File: src/rtl/fir_pkg.sv
// Shared types and constants for the decimating FIR control path.
package fir_pkg;

  localparam int unsigned FIR_TAPS        = 32;
  localparam int unsigned FIR_DECIMATION  = 8;
  localparam int unsigned FIR_DATA_SIZE   = 32;
  localparam int unsigned FIR_MAC_LATENCY = 2;

  typedef enum logic [2:0] {
    CLEAR,
    FILL,
    MAC,
    WAIT,
    WRITE
  } fir_state_e;

  // Address width for a power-of-2 deep buffer; never narrower than one bit.
  function automatic int unsigned addr_width(input int unsigned depth);
    return (depth > 1) ? $clog2(depth) : 1;
  endfunction

endpackage

File: src/rtl/fir_mac_sequencer.sv
// Sequencer for a single-MAC decimating FIR: clears the sample buffer,
// gathers DECIMATION samples, runs TAPS MAC beats, then emits one result.
module fir_mac_sequencer
  import fir_pkg::*;
#(
  parameter int unsigned TAPS        = FIR_TAPS,
  parameter int unsigned DECIMATION  = FIR_DECIMATION,
  parameter int unsigned DATA_SIZE   = FIR_DATA_SIZE,
  parameter int unsigned MAC_LATENCY = FIR_MAC_LATENCY,
  localparam int unsigned AW         = addr_width(TAPS)
) (
  input  logic                 clock,
  input  logic                 reset,
  input  logic [DATA_SIZE-1:0] x_in,
  input  logic                 x_empty,
  output logic                 x_rd_en,
  output logic                 buf_wr_en,
  output logic [AW-1:0]        buf_wr_addr,
  output logic [DATA_SIZE-1:0] buf_wr_data,
  output logic [AW-1:0]        buf_rd_addr,
  output logic [AW-1:0]        coef_addr,
  output logic                 mac_clr,
  output logic                 mac_en,
  input  logic [DATA_SIZE-1:0] mac_acc,
  input  logic                 y_out_full,
  output logic                 y_wr_en,
  output logic [DATA_SIZE-1:0] y_out
);

  localparam int unsigned WW = addr_width(MAC_LATENCY + 1);

  localparam logic [AW-1:0] LAST_TAP    = AW'(TAPS - 1);
  localparam logic [AW-1:0] LAST_SAMPLE = AW'(DECIMATION - 1);
  localparam logic [WW-1:0] LAST_WAIT   = WW'(MAC_LATENCY - 1);

  fir_state_e    state;
  logic [AW-1:0] head;
  logic [AW-1:0] sample_cnt;
  logic [AW-1:0] tap_cnt;
  logic [WW-1:0] wait_cnt;

  // State, counters and the result register; tap_cnt doubles as the CLEAR address.
  always_ff @(posedge clock) begin
    if (reset) begin
      state      <= CLEAR;
      head       <= '0;
      sample_cnt <= '0;
      tap_cnt    <= '0;
      wait_cnt   <= '0;
      y_out      <= '0;
    end else begin
      case (state)
        CLEAR: begin
          if (tap_cnt == LAST_TAP) begin
            tap_cnt <= '0;
            state   <= FILL;
          end else begin
            tap_cnt <= tap_cnt + AW'(1);
          end
        end
        FILL: begin
          if (!x_empty) begin
            head <= head + AW'(1);
            if (sample_cnt == LAST_SAMPLE) begin
              sample_cnt <= '0;
              state      <= MAC;
            end else begin
              sample_cnt <= sample_cnt + AW'(1);
            end
          end
        end
        MAC: begin
          if (tap_cnt == LAST_TAP) begin
            tap_cnt <= '0;
            state   <= WAIT;
          end else begin
            tap_cnt <= tap_cnt + AW'(1);
          end
        end
        WAIT: begin
          if (wait_cnt == LAST_WAIT) begin
            wait_cnt <= '0;
            y_out    <= mac_acc;
            state    <= WRITE;
          end else begin
            wait_cnt <= wait_cnt + WW'(1);
          end
        end
        WRITE: begin
          if (!y_out_full) begin
            state <= FILL;
          end
        end
        default: state <= CLEAR;
      endcase
    end
  end

  // Strobes and addresses decoded from registered state; quiet while reset is high.
  always_comb begin
    x_rd_en     = 1'b0;
    buf_wr_en   = 1'b0;
    buf_wr_addr = '0;
    buf_wr_data = '0;
    buf_rd_addr = '0;
    coef_addr   = '0;
    mac_clr     = 1'b0;
    mac_en      = 1'b0;
    y_wr_en     = 1'b0;
    if (!reset) begin
      case (state)
        CLEAR: begin
          buf_wr_en   = 1'b1;
          buf_wr_addr = tap_cnt;
        end
        FILL: begin
          x_rd_en     = !x_empty;
          buf_wr_en   = !x_empty;
          buf_wr_addr = head;
          buf_wr_data = x_in;
        end
        MAC: begin
          mac_en      = 1'b1;
          mac_clr     = (tap_cnt == '0);
          coef_addr   = tap_cnt;
          // Newest sample (head-1) pairs with coefficient 0.
          buf_rd_addr = head - AW'(1) - tap_cnt;
        end
        WRITE: begin
          y_wr_en = !y_out_full;
        end
        default: begin
        end
      endcase
    end
  end

endmodule

File: config.mk
export PLATFORM = sky130hd
export DESIGN_NAME = fir_mac_sequencer
export DESIGN_NICKNAME = d
export VERILOG_FILES = /design/src/rtl/fir_pkg.sv /design/src/rtl/fir_mac_sequencer.sv
export SDC_FILE = /design/constraint.sdc
export NUM_CORES = 1
export LEC_CHECK = 0
export CAP_MARGIN = 20
export CORE_ASPECT_RATIO = 0.6
export CORE_MARGIN = 2
export CORE_UTILIZATION = 35
export CTS_CLUSTER_DIAMETER = 120
export CTS_CLUSTER_SIZE = 14
export DETAILED_ROUTE_END_ITERATION = 16
export GPL_ROUTABILITY_DRIVEN = 0
export GPL_TIMING_DRIVEN = 0
export PLACE_DENSITY = 0.83
export SLEW_MARGIN = 20
export SYNTH_ARGS = -nofsm -noshare
export SYNTH_HDL_FRONTEND = slang
export SYNTH_SLANG_ARGS = --single-unit
File: constraint.sdc
create_clock -name clock -period 2.85 [get_ports clock]
set_input_delay 0.57 -clock clock [delete_from_list [all_inputs] [get_ports clock]]
set_output_delay 0.57 -clock clock [all_outputs]
set_load 0.02 [all_outputs]
-- Word-level counts from Yosys, hierarchy flattened
Index checks and enable logic that the tools add are counted.
- magnitude comparators: 0
- divide/modulo/power cells: 0
- reductions and logical operators: 8
- shift operators: 0
- add/subtract/negate cells: 6
- multiplexer cells: 28
- bitwise operators: 1
- equality and inequality tests: 13
- multipliers: 0
- operator list (cell ; number):
    2-to-1 mux 32 bit ; 2
    2-to-1 mux 5 bit ; 7
    2-to-1 mux 3 bit ; 6
    adder 5 x 1 -> 5 bit, second input constant ; 3
    case mux 3 bit (5 select lines) ; 1
    inequality test 2 bit, second input constant ; 6
    case mux 5 bit (2 select lines) ; 1
    2-to-1 mux 1 bit ; 9
    == test 3 x 2 -> 1 bit, second input constant ; 2
    AND reduction 6 bit ; 1
    == test 5 x 3 -> 1 bit, second input constant ; 1
    == test 5 bit, second input constant ; 1
    zero test 5 bit ; 1
    subtractor 5 x 1 -> 5 bit, second input constant ; 1
    subtractor 5 bit ; 1
    AND reduction 2 bit ; 2
    == test 3 x 1 -> 1 bit, second input constant ; 1
    == test 3 bit, second input constant ; 1
    zero test 3 bit ; 1
    adder 2 x 1 -> 2 bit, second input constant ; 1
    == test 2 x 1 -> 1 bit, second input constant ; 1
    zero test 1 bit ; 2
    2-to-1 mux 2 bit ; 1
    case mux 1 bit (2 select lines) ; 1
    2 further kinds ; 2
- ROM bits: 0
- input bits: 68
- output and inout port bits: 84
- memories kept: 0
- register bits after elaboration: 52
- latch bits: 0
- RAM bits: 0

-- Depth between registers and ports, before layout
- depth after elaboration: 4
- mapped depth: 8
- gate-level depth less buffers: 8

-- Worst setup path before layout
Ideal clock, no wire load.
- path type: register to output
- from: reg tap_cnt[0]
- to: out buf_rd_addr[4]
- buffers on the path: 0
- path slack: 0.435 ns
- stages on the path, launching flop included: 9
- arrival time: 1.845 ns
- path through: dfxtp_1 -> inv_1 -> ha_1 -> inv_1 -> fa_1 -> nor2b_1 -> o21a_1 -> nor3_1 -> nor3b_1
- longest elaborated chain between the ends: 3
- RTL lines (item ; RTL line ; source):
    from (decl) ; fir_mac_sequencer.sv:39 ; logic [AW-1:0] tap_cnt;
    from (signal assigned) ; fir_mac_sequencer.sv:58 ; tap_cnt <= tap_cnt + AW'(1);
    from (signal assigned) ; fir_mac_sequencer.sv:77 ; tap_cnt <= tap_cnt + AW'(1);
    subtractor 5 bit ; fir_mac_sequencer.sv:127 ; buf_rd_addr = head - AW'(1) - tap_cnt;
    2-to-1 mux 5 bit ; fir_mac_sequencer.sv:111 ; case (state)
    2-to-1 mux 5 bit ; fir_mac_sequencer.sv:110 ; if (!reset) begin
    to (decl) ; fir_mac_sequencer.sv:20 ; output logic [AW-1:0] buf_rd_addr,
No other way between the ends.

-- Worst setup path in the final report
- from: in reset
- to: out buf_wr_addr[4]
- longest elaborated chain between the ends: 1
- RTL lines (item ; RTL line ; source):
    from (decl) ; fir_mac_sequencer.sv:13 ; input logic reset,
    2-to-1 mux 5 bit ; fir_mac_sequencer.sv:110 ;
    to (decl) ; fir_mac_sequencer.sv:18 ; output logic [AW-1:0] buf_wr_addr,
No other way between the ends.

==> qor.csv <==
metric,value,unit
status,finished clean,
post-synthesis compound-gate area fraction,12.12,%
distinct cell type count after synthesis,46,
Pins Over Slew Limit,0,
"CTS clk-pin slew, worst paths",0.07,ns
worst-margin pin slew,0.5243,ns
unrepaired setup endpoints after global routing,yes,
Mapped Area,2663,µm²
largest family of logic cells by synthesized area,simple AND/OR/NAND/NOR gates,
Root Buffer,clkbuf_16,
number of hold violations in the final report,0,
ant diodes,0,
Slew HR,65.05,%
dpl ws,-0.3187,ns
GRT Util Overall,19.87,%
PD cells,332.2,nW/µm²
post-synth net total,418,
largest net degree at the start of global routing,16,
crit share post-route,98.39,%
layout cell share with drive strength beyond 1,7.600,%
hold path depth,2,
VDD IR max,0.2754,mV
Rows,24,
Synth Area per Inst,7.854,µm²
CTS tree,built,
TritonCTS Sinks,52,
Die Y,71.56,µm
CTS Hold Bufs,0,
post-synthesis sequential area ratio,39.10,%
Die ar.,8344,µm²
Tightest Hold Check Type,flip-flop to flip-flop,
reg2reg path depth,7,
number of global-route vias before repair,2756,
area of the core,7327,µm²
first-pass GRT wire length,13140,µm
initial core utilization,36.34,%
htree depth,2,
DR iter-0 viols,111,
Post-Synth Adder-Cell Area,5.451,%
final WL,8405,µm
minimum clock period,2.804,ns
"flops & latches, synth",52,
startpoint types,input port,
"Clk Latency, worst-skew pair",0.29,ns
I/O Buffers,151,
antenna violations before repair,0,
Synth Instances,339,
placed inst area,4304,µm²
"commonest non-fill, non-tap cell in the layout",clkdlybuf4s50_1,
Detailed Routing Iterations Pass 1,4,
final setup violation count,0,
grt ovf,0,
# DRC,0,
Pleak,1.892,nW
register area,1042,µm²
most frequent cells in the layout,"clkdlybuf4s50_1, nand2_1, dfxtp_1",
final worst slack,0.04575,ns
CP Data Required Time,2.28,ns
die width,116.6,µm
nets,579,
clock buffer count from CTS,5,
simple logic cell fraction of the synthesized area,32.00,%
crit-path max FO,10,
Synth warnings,0,
FILL cells,671,
Top Ports,152,
HPWL after detailed placement,6762,µm
antenna-violating nets left,0,
via count,2860,
routed vias/inst,4.735,
mux share of post-synthesis cell area,2.632,%
Layout Skew,0.006828,ns
crit end category,primary output,
Syn-to-layout area delta,66.64,%
Worst Path Arrival,2.23,ns
Final Cell Area,4437,µm²
max-cap violations,0,
Avg WL per Cell,13.92,µm
Max Clk Rate,356.6,MHz
CTS max path bufs,2,
area of the multi-input gates,1469,µm²
xor and xnor fraction of the mapped netlist area,2.961,%
crit path kind,input port to primary output,
Yosys cell counts, drive strengths merged:
| cell type | number | share of area (%) |
|---|---|---|
| or3 | 2 | 0.47 |
| nand4b | 1 | 0.33 |
| a211o | 1 | 0.33 |
| ha | 10 | 4.7 |
| nor2 | 29 | 4.1 |
| nor3b | 2 | 0.56 |
| nand4 | 5 | 1.2 |
| nor3 | 2 | 0.38 |
| xor2 | 6 | 2.0 |
| o21a | 1 | 0.28 |
| o2111ai | 1 | 0.33 |
| nand3b | 1 | 0.28 |
| nor2b | 3 | 0.70 |
| nor4bb | 1 | 0.38 |
| inv | 11 | 1.6 |
| a211oi | 1 | 0.28 |
| o21ai | 8 | 1.5 |
| a21o | 1 | 0.28 |
| nor4b | 1 | 0.89 |
| nand2b | 3 | 0.70 |
| a32oi | 1 | 0.33 |
| or2 | 1 | 0.24 |
| fa | 1 | 0.75 |
| and4 | 1 | 0.33 |
| nand3 | 5 | 1.1 |
| nand4bb | 1 | 0.42 |
| mux2i | 7 | 2.6 |
| nand2 | 70 | 9.9 |
| o311ai | 1 | 0.33 |
| a21oi | 42 | 7.9 |
| o21bai | 1 | 0.28 |
| buf | 16 | 3.3 |
| xnor2 | 3 | 0.99 |
| nor4 | 2 | 1.0 |
| and3 | 3 | 0.70 |
| dfxtp | 52 | 39 |
| o211ai | 1 | 0.28 |
| and2 | 34 | 8.0 |
| clkbuf | 6 | 0.85 |
| and3b | 1 | 0.33 |
worst max-delay path, stage by stage:
cell             delay, ns
clkdlybuf4s50_1       0.49
buf_2                 0.22
or3_1                 0.31
clkbuf_1              0.18
nor2_1                0.13
clkdlybuf4s15_1       0.32
final cells by class:
| cell class | count | share of cell area, % |
|---|---|---|
| Sequential cell | 52 | 23.49 |
| Clock inverter | 1 | 0.1974 |
| Timing Repair Buffer | 154 | 33.64 |
| Inverter | 11 | 0.9306 |
| Clock buffer | 6 | 3.130 |
| Tap cell | 104 | 2.933 |
| Multi-Input combinational cell | 254 | 33.11 |
| Buffer | 22 | 2.566 |
worst paths after layout:
kind | end | from | slack [ns]
worst max-delay path | buf_wr_addr[4] | reset | 0.05
worst min-delay path | y_out[0] | y_out[0] | 0.46
worst max register to register | state[2] | tap_cnt[1] | 0.98
worst min register to register | y_out[0] | y_out[0] | 0.46
metal layers:
metal | GRT usage [%] | part of all wire (%) | routed length, µm
met1 | 24.40 | 43 | 3574
met2 | 35.66 | 48 | 4002
met3 | 5.161 | 8.8 | 739
met4 | 3.660 | 1.1 | 89
met5 | 0 | 0 | 0
sequential cells by signal (all words and copies together), names as in the netlist:
signal      cells
head            5
sample_cnt      5
state           3
tap_cnt         5
wait_cnt        2
y_out          32
stage by stage:
stage / utilization (%) / hold WS (ns) / total power, mW / setup TNS (ns) / cells
2_1_floorplan: - / 0.4625 / 0.7849 / 0 / 339
4_1_cts: 60.28 / 0.4559 / 1.483 / 0 / 604
6_report: 60.55 / 0.4559 / 1.474 / 0 / 604
3_5_place_dp: 58.74 / 0.4498 / 0.8957 / -7.053 / 594
3_3_place_gp: 58.74 / 0.4413 / 0.8936 / -4.983 / 594
5_1_grt: 60.55 / 0.4772 / 1.529 / -0.007058 / 604
report_power, final:
part           switching [mW]  internal [mW]
sequential            0.00534          0.730
clock                   0.250          0.346
combinational          0.0466         0.0960
kinds of logic after synthesis:
| group | Yosys count |
|---|---|
| buffers and inverters | 33 |
| muxes | 7 |
| xor gates and xnor gates | 9 |
| adders and majority gates | 11 |
| DFF | 52 |
| AOI/OAI and AO/OA | 59 |
| and+or+nand+nor | 168 |
what timing repair did:
item / CTS / global route
gates resized for setup: 49 / 23
pin swaps: 2 / 1
endpoints found under the setup margin: 44 / 20
setup buffers: 3 / 0
Note: power is estimated with default switching activity, not from simulation.
